## config.mk

```make
export PLATFORM = sky130hd
export DESIGN_NAME = bcd_to_bin_flat
export DESIGN_NICKNAME = d
export VERILOG_FILES = /design/src/rtl/bcd_to_bin_if.sv /design/src/rtl/bcd_to_bin.sv /design/src/flat_wrapper.sv
export SDC_FILE = /design/constraint.sdc
export NUM_CORES = 1
export LEC_CHECK = 0
export CAP_MARGIN = 20
export CORE_UTILIZATION = 55
export CTS_CLUSTER_DIAMETER = 30
export DETAILED_ROUTE_END_ITERATION = 10
export PLACE_DENSITY = 0.86
export SYNTH_ARGS = -nofsm -noshare
export SYNTH_HDL_FRONTEND = slang
export SYNTH_SLANG_ARGS = --single-unit
```

## constraint.sdc

```tcl
create_clock -name clk -period 3.92 [get_ports clk]
set_clock_uncertainty 0.15 [all_clocks]
set_input_delay 0.392 -clock clk [delete_from_list [all_inputs] [get_ports clk]]
set_output_delay 0.392 -clock clk [all_outputs]
set_load 0.02 [all_outputs]
```

## src/rtl/bcd_to_bin_if.sv

```systemverilog
// Digit-entry / result bundle for the decimal-to-binary converter.
// Master drives digits and start; slave returns the result and status.
interface bcd_to_bin_if;
  logic        en;
  logic [3:0]  bcd_d_in_1;
  logic [3:0]  bcd_d_in_2;
  logic [3:0]  bcd_d_in_3;
  logic [3:0]  bcd_d_in_4;
  logic [3:0]  bcd_d_in_5;
  logic [3:0]  plus_minus;
  logic [15:0] bin_d_out;
  logic        err;
  logic        busy;
  logic        rdy;

  modport master (
    output en, bcd_d_in_1, bcd_d_in_2, bcd_d_in_3,
    output bcd_d_in_4, bcd_d_in_5, plus_minus,
    input  bin_d_out, err, busy, rdy
  );

  modport slave (
    input  en, bcd_d_in_1, bcd_d_in_2, bcd_d_in_3,
    input  bcd_d_in_4, bcd_d_in_5, plus_minus,
    output bin_d_out, err, busy, rdy
  );
endinterface

```

## src/rtl/bcd_to_bin.sv

```systemverilog
// Sequential five-digit signed BCD to 16-bit two's-complement converter.
// Reverse double-dabble: shift right, then subtract 3 from digits >= 8.
module bcd_to_bin #(
  parameter logic [3:0] MINUS_CODE = 4'hA,
  parameter int         ITER       = 16
) (
  input  logic         clk,
  input  logic         reset,
  bcd_to_bin_if.slave  bus
);

  typedef enum logic [1:0] {
    IDLE,
    SHIFT,
    FINISH
  } state_t;

  state_t      state_q, state_d;
  logic [19:0] bcd_q, bcd_d;
  logic [15:0] sh_q, sh_d;
  logic        neg_q, neg_d;
  logic        inv_q, inv_d;
  logic [4:0]  cnt_q, cnt_d;
  logic [15:0] bin_q, bin_d;
  logic        err_q, err_d;
  logic        busy_q, busy_d;
  logic        rdy_q, rdy_d;

  logic [35:0] wide;
  logic [19:0] bcd_adj;
  logic        bad_dig;
  logic        ovf;

  function automatic logic [3:0] adj3(input logic [3:0] d);
    return (d >= 4'd8) ? d - 4'd3 : d;
  endfunction

  // Datapath helpers: one shift-and-correct step and the range check.
  always_comb begin
    wide    = {bcd_q, sh_q} >> 1;
    bcd_adj = {adj3(wide[35:32]), adj3(wide[31:28]),
               adj3(wide[27:24]), adj3(wide[23:20]),
               adj3(wide[19:16])};
    bad_dig = (bus.bcd_d_in_1 > 4'd9) | (bus.bcd_d_in_2 > 4'd9)
            | (bus.bcd_d_in_3 > 4'd9) | (bus.bcd_d_in_4 > 4'd9)
            | (bus.bcd_d_in_5 > 4'd9);
    ovf     = (bcd_q != 20'd0)
            | (neg_q ? (sh_q > 16'h8000) : (sh_q > 16'h7FFF));
  end

  // Next-state and output decode for the converter FSM.
  always_comb begin
    state_d = state_q;
    bcd_d   = bcd_q;
    sh_d    = sh_q;
    neg_d   = neg_q;
    inv_d   = inv_q;
    cnt_d   = cnt_q;
    bin_d   = bin_q;
    err_d   = err_q;
    busy_d  = busy_q;
    rdy_d   = 1'b0;
    unique case (state_q)
      IDLE: begin
        if (bus.en) begin
          bcd_d   = {bus.bcd_d_in_5, bus.bcd_d_in_4,
                     bus.bcd_d_in_3, bus.bcd_d_in_2,
                     bus.bcd_d_in_1};
          neg_d   = (bus.plus_minus == MINUS_CODE);
          inv_d   = bad_dig;
          sh_d    = 16'd0;
          cnt_d   = 5'd0;
          busy_d  = 1'b1;
          state_d = bad_dig ? FINISH : SHIFT;
        end
      end
      SHIFT: begin
        bcd_d = bcd_adj;
        sh_d  = wide[15:0];
        cnt_d = cnt_q + 5'd1;
        if (cnt_q == 5'(ITER - 1)) begin
          state_d = FINISH;
        end
      end
      FINISH: begin
        if (inv_q || ovf) begin
          err_d = 1'b1;
          bin_d = 16'h0000;
        end else begin
          err_d = 1'b0;
          bin_d = neg_q ? (~sh_q + 16'd1) : sh_q;
        end
        rdy_d   = 1'b1;
        busy_d  = 1'b0;
        state_d = IDLE;
      end
      default: state_d = IDLE;
    endcase
  end

  // State and datapath registers.
  always_ff @(posedge clk or negedge reset) begin
    if (!reset) begin
      state_q <= IDLE;
      bcd_q   <= '0;
      sh_q    <= '0;
      neg_q   <= 1'b0;
      inv_q   <= 1'b0;
      cnt_q   <= '0;
      bin_q   <= '0;
      err_q   <= 1'b0;
      busy_q  <= 1'b0;
      rdy_q   <= 1'b0;
    end else begin
      state_q <= state_d;
      bcd_q   <= bcd_d;
      sh_q    <= sh_d;
      neg_q   <= neg_d;
      inv_q   <= inv_d;
      cnt_q   <= cnt_d;
      bin_q   <= bin_d;
      err_q   <= err_d;
      busy_q  <= busy_d;
      rdy_q   <= rdy_d;
    end
  end

  assign bus.bin_d_out = bin_q;
  assign bus.err       = err_q;
  assign bus.busy      = busy_q;
  assign bus.rdy       = rdy_q;

endmodule
```

## src/flat_wrapper.sv

```systemverilog
// flat-port wrapper written by rule: the top's interface ports become plain ports
module bcd_to_bin_flat 
#(
  parameter logic [3:0] MINUS_CODE = 4'hA,
  parameter int         ITER       = 16
)
  (clk, reset, bus_en, bus_bcd_d_in_1, bus_bcd_d_in_2, bus_bcd_d_in_3, bus_bcd_d_in_4, bus_bcd_d_in_5, bus_plus_minus, bus_bin_d_out, bus_err, bus_busy, bus_rdy);
  bcd_to_bin_if bus_i ();
  input  logic clk;
  input  logic reset;
  input wire logic [$bits(bus_i.en)-1:0] bus_en;
  input wire logic [$bits(bus_i.bcd_d_in_1)-1:0] bus_bcd_d_in_1;
  input wire logic [$bits(bus_i.bcd_d_in_2)-1:0] bus_bcd_d_in_2;
  input wire logic [$bits(bus_i.bcd_d_in_3)-1:0] bus_bcd_d_in_3;
  input wire logic [$bits(bus_i.bcd_d_in_4)-1:0] bus_bcd_d_in_4;
  input wire logic [$bits(bus_i.bcd_d_in_5)-1:0] bus_bcd_d_in_5;
  input wire logic [$bits(bus_i.plus_minus)-1:0] bus_plus_minus;
  output wire logic [$bits(bus_i.bin_d_out)-1:0] bus_bin_d_out;
  output wire logic [$bits(bus_i.err)-1:0] bus_err;
  output wire logic [$bits(bus_i.busy)-1:0] bus_busy;
  output wire logic [$bits(bus_i.rdy)-1:0] bus_rdy;
  assign bus_i.en = bus_en;
  assign bus_i.bcd_d_in_1 = bus_bcd_d_in_1;
  assign bus_i.bcd_d_in_2 = bus_bcd_d_in_2;
  assign bus_i.bcd_d_in_3 = bus_bcd_d_in_3;
  assign bus_i.bcd_d_in_4 = bus_bcd_d_in_4;
  assign bus_i.bcd_d_in_5 = bus_bcd_d_in_5;
  assign bus_i.plus_minus = bus_plus_minus;
  assign bus_bin_d_out = bus_i.bin_d_out;
  assign bus_err = bus_i.err;
  assign bus_busy = bus_i.busy;
  assign bus_rdy = bus_i.rdy;
  bcd_to_bin #(.MINUS_CODE(MINUS_CODE), .ITER(ITER)) u_core (.clk(clk), .reset(reset), .bus(bus_i));
endmodule
```

## Word-level counts from Yosys, hierarchy flattened

Index checks and enable logic that the tools add are counted.

- Flip-flop bits (word level): 64
- Bits of input ports: 27
- Output and inout bits: 19
- Word-level logic and storage cells: 72

- Add/sub/neg operators: 7
- Order comparisons: 12
- Equality and inequality tests: 6
- Mux-type cells: 22
- Bitwise operators: 6
- Reduce and logical (&&, ||, !) cells: 9

Operators with widths:

| kind | number |
|---|---|
| 16-bit two-way mux | 3 |
| 20-bit case mux with 2 select lines | 1 |
| 16-bit case mux with 2 select lines | 1 |
| 4-bit greater-than comparator, second input constant | 5 |
| 20-bit two-way mux | 1 |
| 4-bit two-way mux | 5 |
| 20-bit nonzero test | 1 |
| 16-bit by 1-bit adder with 16-bit output, second input constant | 1 |
| 4-bit >= comparator, second input constant | 4 |
| 16-bit by 15-bit greater-than comparator with 1-bit output, second input constant | 1 |
| 16-bit greater-than comparator, second input constant | 1 |
| 16-bit inverter | 1 |
| 4-bit by 2-bit subtractor with 4-bit output, second input constant | 4 |
| 5-bit case mux with 2 select lines | 1 |
| 2-bit AND reduction | 4 |
| 2-bit two-way mux | 3 |
| 5-bit by 1-bit adder with 5-bit output, second input constant | 1 |
| 5-bit by 4-bit == test with 1-bit output, second input constant | 1 |
| 5-bit two-way mux | 1 |
| 1-bit OR | 5 |
| 4-bit == test, second input constant | 1 |
| 3-bit by 4-bit >= comparator with 1-bit output, second input constant | 1 |
| 1-bit two-way mux | 4 |
| 2-bit case mux with 2 select lines | 1 |
| 9 further kinds | 10 |

## Logic depth before layout (Yosys ltp)

Gate-level depths: netlist of run 1.

- Word-level depth: 8
- Gate-level depth with buffers: 8
- Mapped depth without buffers: 6

## Least setup slack after synthesis of run 1

No wires, ideal clock.

- Kind: flip-flop to flip-flop
- From: register u_core.sh_q[0]
- To: register u_core.err_q, in the netlist u_core.bus.err
- Library setup time: 0.119 ns
- Arrival: 2.217 ns
- Required time: 3.651 ns
- Setup slack: 1.434 ns
- Stages on the path, launching flop included: 9
- Path buffers: 2
- Period minus slack after synthesis: 2.486 ns
- Path through: dfrtp_1 > inv_1 > ha_1 > or3b_1 > buf_2 > or4_1 > a211o_1 > buf_6 > o21a_1

- Cells in the longest elaborated chain, start to end: 5
- Elaborated cells on any way between the ends: 6
- Those cells by class: order compare (2); mux (2); bitwise (1); reduce/logical (1)

RTL lines:

| what | RTL line | source |
|---|---|---|
| from (decl) | bcd_to_bin.sv:20 | `logic [15:0] sh_q, sh_d;` |
| from (signal assigned) | bcd_to_bin.sv:106 | `sh_q <= '0;` |
| from (signal assigned) | bcd_to_bin.sv:117 | `sh_q <= sh_d;` |
| 16-bit by 15-bit greater-than comparator with 1-bit output / 16-bit greater-than comparator (equally long branches) | bcd_to_bin.sv:48 | `\| (neg_q ? (sh_q > 16'h8000) : (sh_q > 16'h7FFF));` |
| 1-bit two-way mux * | bcd_to_bin.sv:48 |  |
| 1-bit OR * | bcd_to_bin.sv:48 |  |
| 1-bit logical OR * | bcd_to_bin.sv:86 | `if (inv_q \|\| ovf) begin` |
| 1-bit two-way mux * | bcd_to_bin.sv:86 |  |
| to (signal assigned) | bcd_to_bin.sv:122 | `err_q <= err_d;` |
| to (decl) | bcd_to_bin.sv:25 | `logic err_q, err_d;` |

Every way passes the cells marked *; elsewhere a longest branch is shown, timed or not.
A chain may end at the register's enable or synchronous reset.

## Worst setup path after layout of run 1

- From: register u_core.sh_q[0]
- To: register u_core.bin_q[1], in the netlist u_core.bus.bin_d_out[1]

- Cells in the longest elaborated chain, start to end: 5
- Elaborated cells on any way between the ends: 9
- Those cells by class: add/sub (1); order compare (2); mux (3); bitwise (2); reduce/logical (1)

RTL lines:

| what | RTL line | source |
|---|---|---|
| 16-bit by 15-bit greater-than comparator with 1-bit output / 16-bit greater-than comparator (equally long branches) | bcd_to_bin.sv:48 |  |
| 1-bit two-way mux | bcd_to_bin.sv:48 |  |
| 1-bit OR | bcd_to_bin.sv:48 |  |
| 1-bit logical OR | bcd_to_bin.sv:86 |  |
| 16-bit two-way mux * | bcd_to_bin.sv:86 |  |
| to (signal assigned) | bcd_to_bin.sv:121 | `bin_q <= bin_d;` |
| to (decl) | bcd_to_bin.sv:24 | `logic [15:0] bin_q, bin_d;` |

Marked as above.

==> out/results.tsv, run 1 <==
metric	value	unit
die area	6331	µm²
reg-to-reg startpoint	u_core.sh_q[0]$_DFFE_PN0P_	
vias in the first global route	2752	
#FFs+latches synth	64	
Area contributors post-synth	dfrtp_1 (48%), nand2_1 (5.8%), o21ai_0 (5.0%), xor2_1 (4.2%), ha_1 (4.2%)	
PwrDens	454.4	nW/µm²
clk_lat worst skew	0.34	ns
I/O pins	46	
total track usage	0.2707	
maxcap violations	0	
final-report setup violation count	0	
Via Count	2776	
share of the synthesized area in the top cell type	0.4839	
Synth Cell Area	3309	µm²
CTS clk-pin slew, worst paths	0.07	ns
layout cells sized above 1	0.07013	
placed cell area	3775	µm²
CTS sink cnt	64	
initial antenna violation count	0	
vias per inst	6.074	
RD Place Congestion	0.9583	
Yosys cell types	46	
Setup WS pre-CTS	1.160	ns
Max H-tree Level	3	
post-CTS setup buffer count	0	
P&R area growth vs syn	20.08	%
Starting Density	0.5866	
Sum Neg Setup Slack	0	ns
crit path DAT	2.88	ns
top-count cell post-synth	dfrtp_1	
worst-path fanout max	17	
Longest Clk Path Bufs	2	
main flop type after synthesis	dfrtp_1	
Yosys Warn Count	0	
Syn Area/Cell	9.648	µm²
post-route antenna net violation count	0	
P_leak	1.791	nW
total CTS buffers	9	
Worst-Margin Slew	0.9063	ns
CP Capture Type	flip-flop	
# hold bufs at CTS	0	
CTS tree	built	
Setup Crit Path Kind	reg2reg	
Detailed Route Iter0 Violations	233	
worst ir drop on vdd	0.0003111	V
input/output buffers	45	
largest net degree at the start of global routing	41	
total inserted antenna cells	0	
ys async rst share	1.000	
syn nets	381	
Layout fillers	407	
minimum clock period	2.784	ns
CP Launch Type	flip-flop	
Commonest cells post-synth	dfrtp_1 (64), nand2_1 (51), o21ai_0 (33)	
Die X	79.57	µm
# rows	27	
Required @ worst endpoint	4.02	ns
root buf cell	clkbuf_8	
Final Hold Viols	0	
relative slew slack	0.3958	
sequential fraction of the synthesis area	0.4839	
Design Power	1.806	mW
DIE HEIGHT	79.57	µm
reg2reg end	u_core.bus.bin_d_out[1]$_DFFE_PN0P_	
TritonRoute pass-1 iters	4	
Layout Nets	418	
Slew Limit Fails	0	
fin crit share	0.7101	
Peak Freq	359.2	MHz
overall routed net length	7626	µm
number of flops mapped to enable cells by yosys	0	
Min-Delay Path Class	in2async	
reg-to-reg slack, setup	1.14	ns
grt ovf	0	
post-route cell area	3974	µm²
CTS-repair resized insts	0	
Final WS setup	1.136	ns
Syn Inst Count	343	
r2r worst-path depth	6	
status	complete, no violations	
DR WL/cell	16.69	µm
DRC Markers	0	
Core Region	5642	µm²
Yosys top cell by area	dfrtp_1	
Detailed Place HPWL	5290	µm
first-pass GRT wire length	12990	µm
Min Hold Slack	0.03356	ns
unrepaired setup endpoints after global routing	no	
how the worst max path moves through the flow:
| stage | startpoint | to | slack (ns) |
|---|---|---|---|
| final | u_core.sh_q[0]$_DFFE_PN0P_ | u_core.bus.bin_d_out[1]$_DFFE_PN0P_ | 1.14 |
| after global routing | u_core.sh_q[1]$_DFFE_PN0P_ | u_core.bus.bin_d_out[1]$_DFFE_PN0P_ | 0.95 |
| after CTS | u_core.sh_q[0]$_DFFE_PN0P_ | u_core.bus.bin_d_out[1]$_DFFE_PN0P_ | 1.12 |
| after detailed placement | u_core.sh_q[0]$_DFFE_PN0P_ | u_core.bus.bin_d_out[1]$_DFFE_PN0P_ | 1.16 |
| after global placement | u_core.sh_q[0]$_DFFE_PN0P_ | u_core.bus.bin_d_out[3]$_DFFE_PN0P_ | 1.33 |
| after floorplan | u_core.sh_q[0]$_DFFE_PN0P_ | u_core.bus.err$_DFFE_PN0P_ | 1.43 |
registers in the layout, summed over array words and instances (netlist names):
name,cells
u_core.bus.bin_d_out,16
u_core.state_q,2
u_core.bus.busy,1
u_core.bus.rdy,1
u_core.inv_q,1
u_core.bus.err,1
u_core.cnt_q,5
u_core.neg_q,1
u_core.sh_q,16
u_core.bcd_q,20
layout make-up:
class / instances / area (µm²) / share of cell area
multi-input combinational: 243 / 1559 / 0.3923
clock inverter: 3 / 40.04 / 0.01008
inverter: 13 / 48.80 / 0.01228
timing repair buffer: 49 / 475.5 / 0.1196
tap: 72 / 90.09 / 0.02267
sequential: 64 / 1602 / 0.4030
clock buffer: 13 / 158.9 / 0.03999
layout by cell type (no fill, tap or decap), types with 2 or more instances in the layout:
cell             synthesis  routed
dfrtp_1                 64      64
nand2_1                 51      51
clkdlybuf4s50_1          0      44
o21ai_0                 33      33
xor2_1                  16      16
a22o_1                  14      14
inv_1                   13      13
a21oi_1                 13      13
nand2b_1                11      11
ha_1                    11      11
clkbuf_8                 0      11
o21ai_1                  8       8
a31oi_1                  8       8
nor4_1                   7       7
nor2_1                   6       6
o31ai_1                  6       6
a22oi_1                  5       5
xnor2_1                  5       5
o211a_1                  5       5
nor2b_1                  5       4
or4_1                    4       4
o22ai_1                  4       4
buf_4                    0       4
nor3_1                   3       3
nand4_1                  3       3
o41ai_1                  3       3
or2_2                    2       2
and3b_1                  2       2
a22o_2                   2       2
clkinv_2                 0       2
clkbuf_1                19       2
power by group:
group | switching (mW) | total [mW] | internal [mW]
logic | 0.201 | 0.367 | 0.166
clock network | 0.240 | 0.567 | 0.327
registers | 0.127 | 0.872 | 0.745
total | 0.568 | 1.81 | 1.24
worst max-delay path, stage by stage (launching register included):
cell and delay (ns):
dfrtp_1 0.41, inv_1 0.12, ha_1 0.17, or3b_1 0.49, or4_1 0.57, a211o_1 0.52
o21ai_0 0.26
per-stage QoR:
stage	utilization	cells
after floorplan	-	343
after global placement	0.6691	441
after detailed placement	0.6691	441
after CTS	0.7044	457
after global routing	0.7044	457
final	0.7044	457
cells by family (layout without fill, tap and decap cells):
| group | Yosys count | after routing | share of synthesized area |
|---|---|---|---|
| muxes | 1 | 1 | 0.003025 |
| xor gates and xnor gates | 21 | 21 | 0.05557 |
| buffers and inverters | 36 | 78 | 0.04575 |
| and+or+nand+nor | 105 | 105 | 0.1648 |
| DFF | 64 | 64 | 0.4839 |
| adders and majority gates | 11 | 11 | 0.04159 |
| AOI/OAI and AO/OA | 105 | 105 | 0.2053 |
routing by layer:
metal | vias up | share of wire | global-route usage | routed length (µm)
li1 | 1296 | - | - | -
met1 | 1355 | 0.45 | 0.3702 | 3407
met2 | 106 | 0.47 | 0.4120 | 3548
met3 | 19 | 0.062 | 0.04457 | 470
met4 | 0 | 0.026 | 0.1418 | 199
met5 | - | 0 | 0 | 0
(Power assumes the default switching activity.)
==> run 2, diff against run 1 <==
--- a/config.mk
+++ b/config.mk
@@ -6,10 +6,10 @@
 export NUM_CORES = 1
 export LEC_CHECK = 0
 export CAP_MARGIN = 20
-export CORE_UTILIZATION = 55
+export CORE_UTILIZATION = 49
 export CTS_CLUSTER_DIAMETER = 30
 export DETAILED_ROUTE_END_ITERATION = 10
-export PLACE_DENSITY = 0.86
+export PLACE_DENSITY = 0.82
 export SYNTH_ARGS = -nofsm -noshare
 export SYNTH_HDL_FRONTEND = slang
 export SYNTH_SLANG_ARGS = --single-unit
==> constraint.sdc (replaced) <==
create_clock -name clk -period 2.4 [get_ports clk]
set_clock_uncertainty 0.15 [all_clocks]
set_input_delay 0.24 -clock clk [delete_from_list [all_inputs] [get_ports clk]]
set_output_delay 0.24 -clock clk [all_outputs]
set_load 0.02 [all_outputs]
==> run 2 against run 1 <==
Clock power up 57%. Via count down 0.18%. The run now ends with design-rule violations left. Design area up 4.9%. Critical endpoint is now u_core.bus.bin_d_out[5]$_DFFE_PN0P_.
==> out/results.tsv, run 2 (synthesis gave the netlist of run 1 again) <==
metric	value	unit
status	complete, but fails checks	
failing checks	design-rule violations	
total inserted antenna cells	0	
die area	7086	µm²
post-route cell area	4168	µm²
post-CTS setup buffer count	0	
sequential share of power	0.481	
DR WL/cell	15.83	µm
Final WS setup	0.08982	ns
most common cell after layout, fill and taps aside	dfrtp_1	
Sum Neg Setup Slack	0	ns
Min-Delay Path Class	in2async	
DIE HEIGHT	84.18	µm
Die X	84.18	µm
input/output buffers	45	
initial antenna violation count	0	
Setup WS pre-CTS	-0.08269	ns
worst ir drop on vdd	0.0004746	V
root buf cell	clkbuf_8	
Finished Layout Cells	482	
Peak Freq	432.9	MHz
crit path DAT	2.42	ns
Detailed Place HPWL	5305	µm
Core Region	6422	µm²
worst-path fanout max	9	
first-pass GRT wire length	12450	µm
vias in the first global route	2602	
layout cells sized above 1	0.1259	
Layout fillers	542	
Design Power	2.945	mW
P&R area growth vs syn	25.94	%
Min Hold Slack	0.3035	ns
overall routed net length	7628	µm
Final Hold Viols	0	
net switching power	0.9293	mW
reg-to-reg slack, setup	0.09	ns
total track usage	0.2269	
RD Place Congestion	0.8534	
grt ovf	0	
clock network power share	0.302	
Slew Limit Fails	0	
placed cell area	3939	µm²
most frequent cells in the layout	dfrtp_1 (63), nand2_1 (51), clkdlybuf4s50_1 (44)	
CTS sink cnt	64	
clk_lat worst skew	0.34	ns
register area	1603	µm²
area of the multi-input gates	1592	µm²
largest net degree at the start of global routing	65	
unrepaired setup endpoints after global routing	yes	
fin crit share	0.9626	
Layout Nets	439	
Sw Ratio	0.3156	
fin util	0.6489	
Detailed Route Iter0 Violations	170	
internal power	2.015	mW
CTS clk-pin slew, worst paths	0.07	ns
Setup Crit Path Kind	reg2reg	
final-report setup violation count	0	
post-route antenna net violation count	0	
Via Count	2771	
total CTS buffers	9	
dpl cells	465	
Worst-Margin Slew	0.5847	ns
Required @ worst endpoint	2.51	ns
maxcap violations	0	
Longest Clk Path Bufs	2	
I/O pins	46	
CP Capture Type	flip-flop	
vias per inst	5.749	
minimum clock period	2.310	ns
PwrDens	706.5	nW/µm²
CP Launch Type	flip-flop	
P_leak	1.888	nW
largest register by flop count	u_core.bcd_q	
Comb pwr share	0.216	
Max H-tree Level	3	
DRC Markers	12	
relative slew slack	0.6102	
# rows	29	
Starting Density	0.5153	
max reg flops	20	
TritonRoute pass-1 iters	8	
CTS tree	built	
run 2: cell count changes in the layout (fill, tap and decap cells not counted), moves of 2 or more:
cell | previous run | this run
a211o_4 | 0 | 2
buf_4 | 4 | 22
o21ai_0 | 33 | 28
o21ai_1 | 8 | 13
run 2: metal layers:
layer	vias up	track usage	share of wire
met5	-	0	0
met4	0	0.07524	0.015
met3	11	0.06981	0.058
met2	96	0.3793	0.50
met1	1321	0.2818	0.42
li1	1343	-	-
run 2: worst paths after layout:
check	from	to	cells past startpoint
setup / recovery	u_core.sh_q[0]$_DFFE_PN0P_	u_core.bus.bin_d_out[5]$_DFFE_PN0P_	6
hold / removal	reset	u_core.bus.bin_d_out[4]$_DFFE_PN0P_	3
setup reg to reg	u_core.sh_q[0]$_DFFE_PN0P_	u_core.bus.bin_d_out[5]$_DFFE_PN0P_	6
hold reg to reg	u_core.bus.busy$_DFFE_PN0P_	u_core.bus.busy$_DFFE_PN0P_	2
max in group asynchronous	reset	u_core.sh_q[0]$_DFFE_PN0P_	3
min in group clk	u_core.bus.busy$_DFFE_PN0P_	u_core.bus.busy$_DFFE_PN0P_	2
run 2: area by class of cell:
type                            instances  share of cell area
Inverter                               13             0.01171
Tap cell                               77             0.02312
Clock inverter                          3             0.01021
Multi-Input combinational cell        244              0.3819
Clock buffer                           12             0.03482
Timing Repair Buffer                   69              0.1537
Sequential cell                        64              0.3846
run 2: power by group through the flow:
stage	sequential [mW]	combinational [mW]	clock [mW]
floorplan	1.38	0.424	0
global placement	1.42	0.598	0
detailed placement	1.43	0.625	0
CTS	1.41	0.635	0.910
global route	1.44	0.718	0.955
finish	1.42	0.637	0.891
run 2: critical path, stage by stage, from the launching register on:
cell and delay, ns:
dfrtp_2 0.43, inv_2 0.08, ha_2 0.17, or3b_1 0.37, or4_4 0.46, a211o_4 0.41
o21ai_0 0.17
run 2: timing repair:
| item | 4_1_cts | 5_1_grt |
|---|---|---|
| pin swaps | 0 | 1 |
| resized for setup | 2 | 8 |
| hold buffers | 1 | 0 |
| cloned | 0 | 1 |
| hold endpoints to repair | 64 | 0 |
| setup endpoints to repair | 16 | 16 |
==> run 3, diff against run 2 <==
--- a/config.mk
+++ b/config.mk
@@ -6,10 +6,12 @@
 export NUM_CORES = 1
 export LEC_CHECK = 0
 export CAP_MARGIN = 20
-export CORE_UTILIZATION = 49
+export CORE_UTILIZATION = 55
 export CTS_CLUSTER_DIAMETER = 30
 export DETAILED_ROUTE_END_ITERATION = 10
-export PLACE_DENSITY = 0.82
+export DONT_BUFFER_PORTS = 1
+export GPL_TIMING_DRIVEN = 0
+export PLACE_DENSITY = 0.79
 export SYNTH_ARGS = -nofsm -noshare
 export SYNTH_HDL_FRONTEND = slang
 export SYNTH_SLANG_ARGS = --single-unit
==> run 3 against run 2 <==
The run now ends clean. Global-route usage grew 6.3 points. Critical path depth grew 1. Cell count shrank 4.6%. Worst setup slack lost 0.072 ns. Critical endpoint is now u_core.bus.err$_DFFE_PN0P_. Largest power group unchanged.
==> out/results.tsv, run 3 (synthesis gave the netlist of run 1 again) <==
metric	value	unit
r2r worst-path depth	7	
DRC Markers	0	
Detailed Route Iter0 Violations	209	
GR Util met3	0.08000	
reg-to-reg startpoint	u_core.sh_q[0]$_DFFE_PN0P_	
RD Place Congestion	0.9002	
post-route antenna net violation count	0	
Longest Clk Path Bufs	2	
die area	6331	µm²
CTS clk-pin slew, worst paths	0.07	ns
Required @ worst endpoint	2.50	ns
Peak Freq	419.8	MHz
max reg flops	20	
DR WL/cell	18.34	µm
critical path launch point	u_core.sh_q[0]$_DFFE_PN0P_	
Final Hold Viols	0	
largest register by flop count	u_core.bcd_q	
worst-path fanout max	5	
Min Hold Slack	0.003545	ns
initial antenna violation count	0	
# rows	27	
maxcap violations	0	
minimum clock period	2.382	ns
first-pass GRT wire length	13780	µm
Via Count	2853	
P&R area growth vs syn	21.36	%
reg-to-reg slack, setup	0.02	ns
overall routed net length	8438	µm
clk_lat worst skew	0.35	ns
fin crit share	0.9926	
vias per inst	6.202	
Worst-Margin Slew	0.5736	ns
relative slew slack	0.6176	
Detailed Place HPWL	5226	µm
I/O pins	46	
Critical path destination	u_core.bus.err$_DFFE_PN0P_	
worst ir drop on vdd	0.0004691	V
unrepaired setup endpoints after global routing	yes	
Design Power	3.012	mW
Layout fillers	392	
Die X	79.57	µm
CP Capture Type	flip-flop	
Core Region	5642	µm²
P_leak	1.819	nW
reg2reg end	u_core.bus.err$_DFFE_PN0P_	
Starting Density	0.5866	
met2 usage	0.4496	
total CTS buffers	9	
root buf cell	clkbuf_8	
status	complete, no violations	
most common cell after layout, fill and taps aside	dfrtp_1	
Min-Delay Path Class	in2reg	
final-report setup violation count	0	
PwrDens	750.0	nW/µm²
CP Launch Type	flip-flop	
largest net degree at the start of global routing	65	
grt ovf	0	
met1 global-route usage	0.3767	
Slew Limit Fails	0	
TritonRoute pass-1 iters	5	
DIE HEIGHT	79.57	µm
vias in the first global route	2824	
gr busiest metal	met2	
layout cells sized above 1	0.1701	
CTS tree	built	
CTS sink cnt	64	
Setup Crit Path Kind	reg2reg	
crit path DAT	2.48	ns
input/output buffers	0	
total track usage	0.2901	
Max H-tree Level	3	
Layout Nets	422	
total inserted antenna cells	0	
most frequent cells in the layout	dfrtp_1 (54), nand2_1 (51), o21ai_0 (28)	
==> run 3: cell types whose count changed in the layout (fill, tap and decap cells not counted), moves of 2 or more <==
cell	delta
clkdlybuf4s50_1	-44
dfrtp_1	-9
clkbuf_8	+2
buf_16	+2
clkbuf_1	+13
buf_4	-10
o21ai_1	-9
dfrtp_2	+9
dlygate4sd3_1	+18
o21ai_2	+9
buf_6	+2
==> run 3: metal layers <==
layer | vias to the layer above | routed length (µm)
met4 | 0 | 188
met1 | 1406 | 3645
li1 | 1311 | -
met5 | - | 0
met3 | 24 | 511
met2 | 112 | 4092
==> run 3: timing repair <==
action                                  in CTS  in global routing
buffers inserted                            13                  0
gates cloned                                 1                  0
pin swaps                                    3                  3
hold endpoints to repair                    80                  0
gates resized for setup                     18                 17
hold buffers                                20                  0
endpoints found under the setup margin      17                 23
==> run 3: per-stage QoR <==
| step | area [µm²] | instances | TNS [ns] | utilization | setup WS [ns] |
|---|---|---|---|---|---|
| floorplan | 3318 | 343 | 0 | - | 0.05207 |
| global placement | 3408 | 415 | -1.876 | 0.6041 | -0.1861 |
| detailed placement | 3408 | 415 | -2.270 | 0.6041 | -0.2150 |
| CTS | 3974 | 460 | 0 | 0.7044 | 0.01289 |
| global route | 4016 | 460 | -0.03870 | 0.7119 | -0.01857 |
| finish | 4016 | 460 | 0 | 0.7119 | 0.01766 |
==> run 3: worst min path at each step <==
stage / startpoint / end / cells after the start
finish: bus_bcd_d_in_1[0] / u_core.bcd_q[0]$_DFFE_PN0P_ / 2
global route: bus_bcd_d_in_1[0] / u_core.bcd_q[0]$_DFFE_PN0P_ / 2
CTS: bus_bcd_d_in_2[0] / u_core.bcd_q[4]$_DFFE_PN0P_ / 2
detailed placement: reset / u_core.bus.rdy$_DFF_PN0_ / 0
global placement: reset / u_core.bcd_q[13]$_DFFE_PN0P_ / 0
floorplan: reset / u_core.bcd_q[0]$_DFFE_PN0P_ / 0
==> run 3: cell type report <==
cell class	instances	area, µm²	share of cell area
buffer	19	91.34	0.02274
multi-input combinational	243	1620	0.4034
timing repair buffer	34	346.6	0.08629
clock inverter	3	40.04	0.009969
sequential	64	1614	0.4019
tap	72	90.09	0.02243
clock buffer	12	165.2	0.04112
inverter	13	48.80	0.01215
==> run 3: power by group <==
part           total [mW]  switching [mW]  leakage (nW)  internal, mW
logic               0.606           0.348         0.888         0.258
clock network       0.977           0.421         0.108         0.555
registers            1.43           0.213         0.823          1.22
==> run 3: worst max-delay path, stage by stage (launching register included) <==
cell	delay [ns]
dfrtp_1	0.41
inv_2	0.09
ha_4	0.13
or3b_4	0.40
or4_4	0.44
a211o_4	0.40
buf_8	0.16
o21a_1	0.10
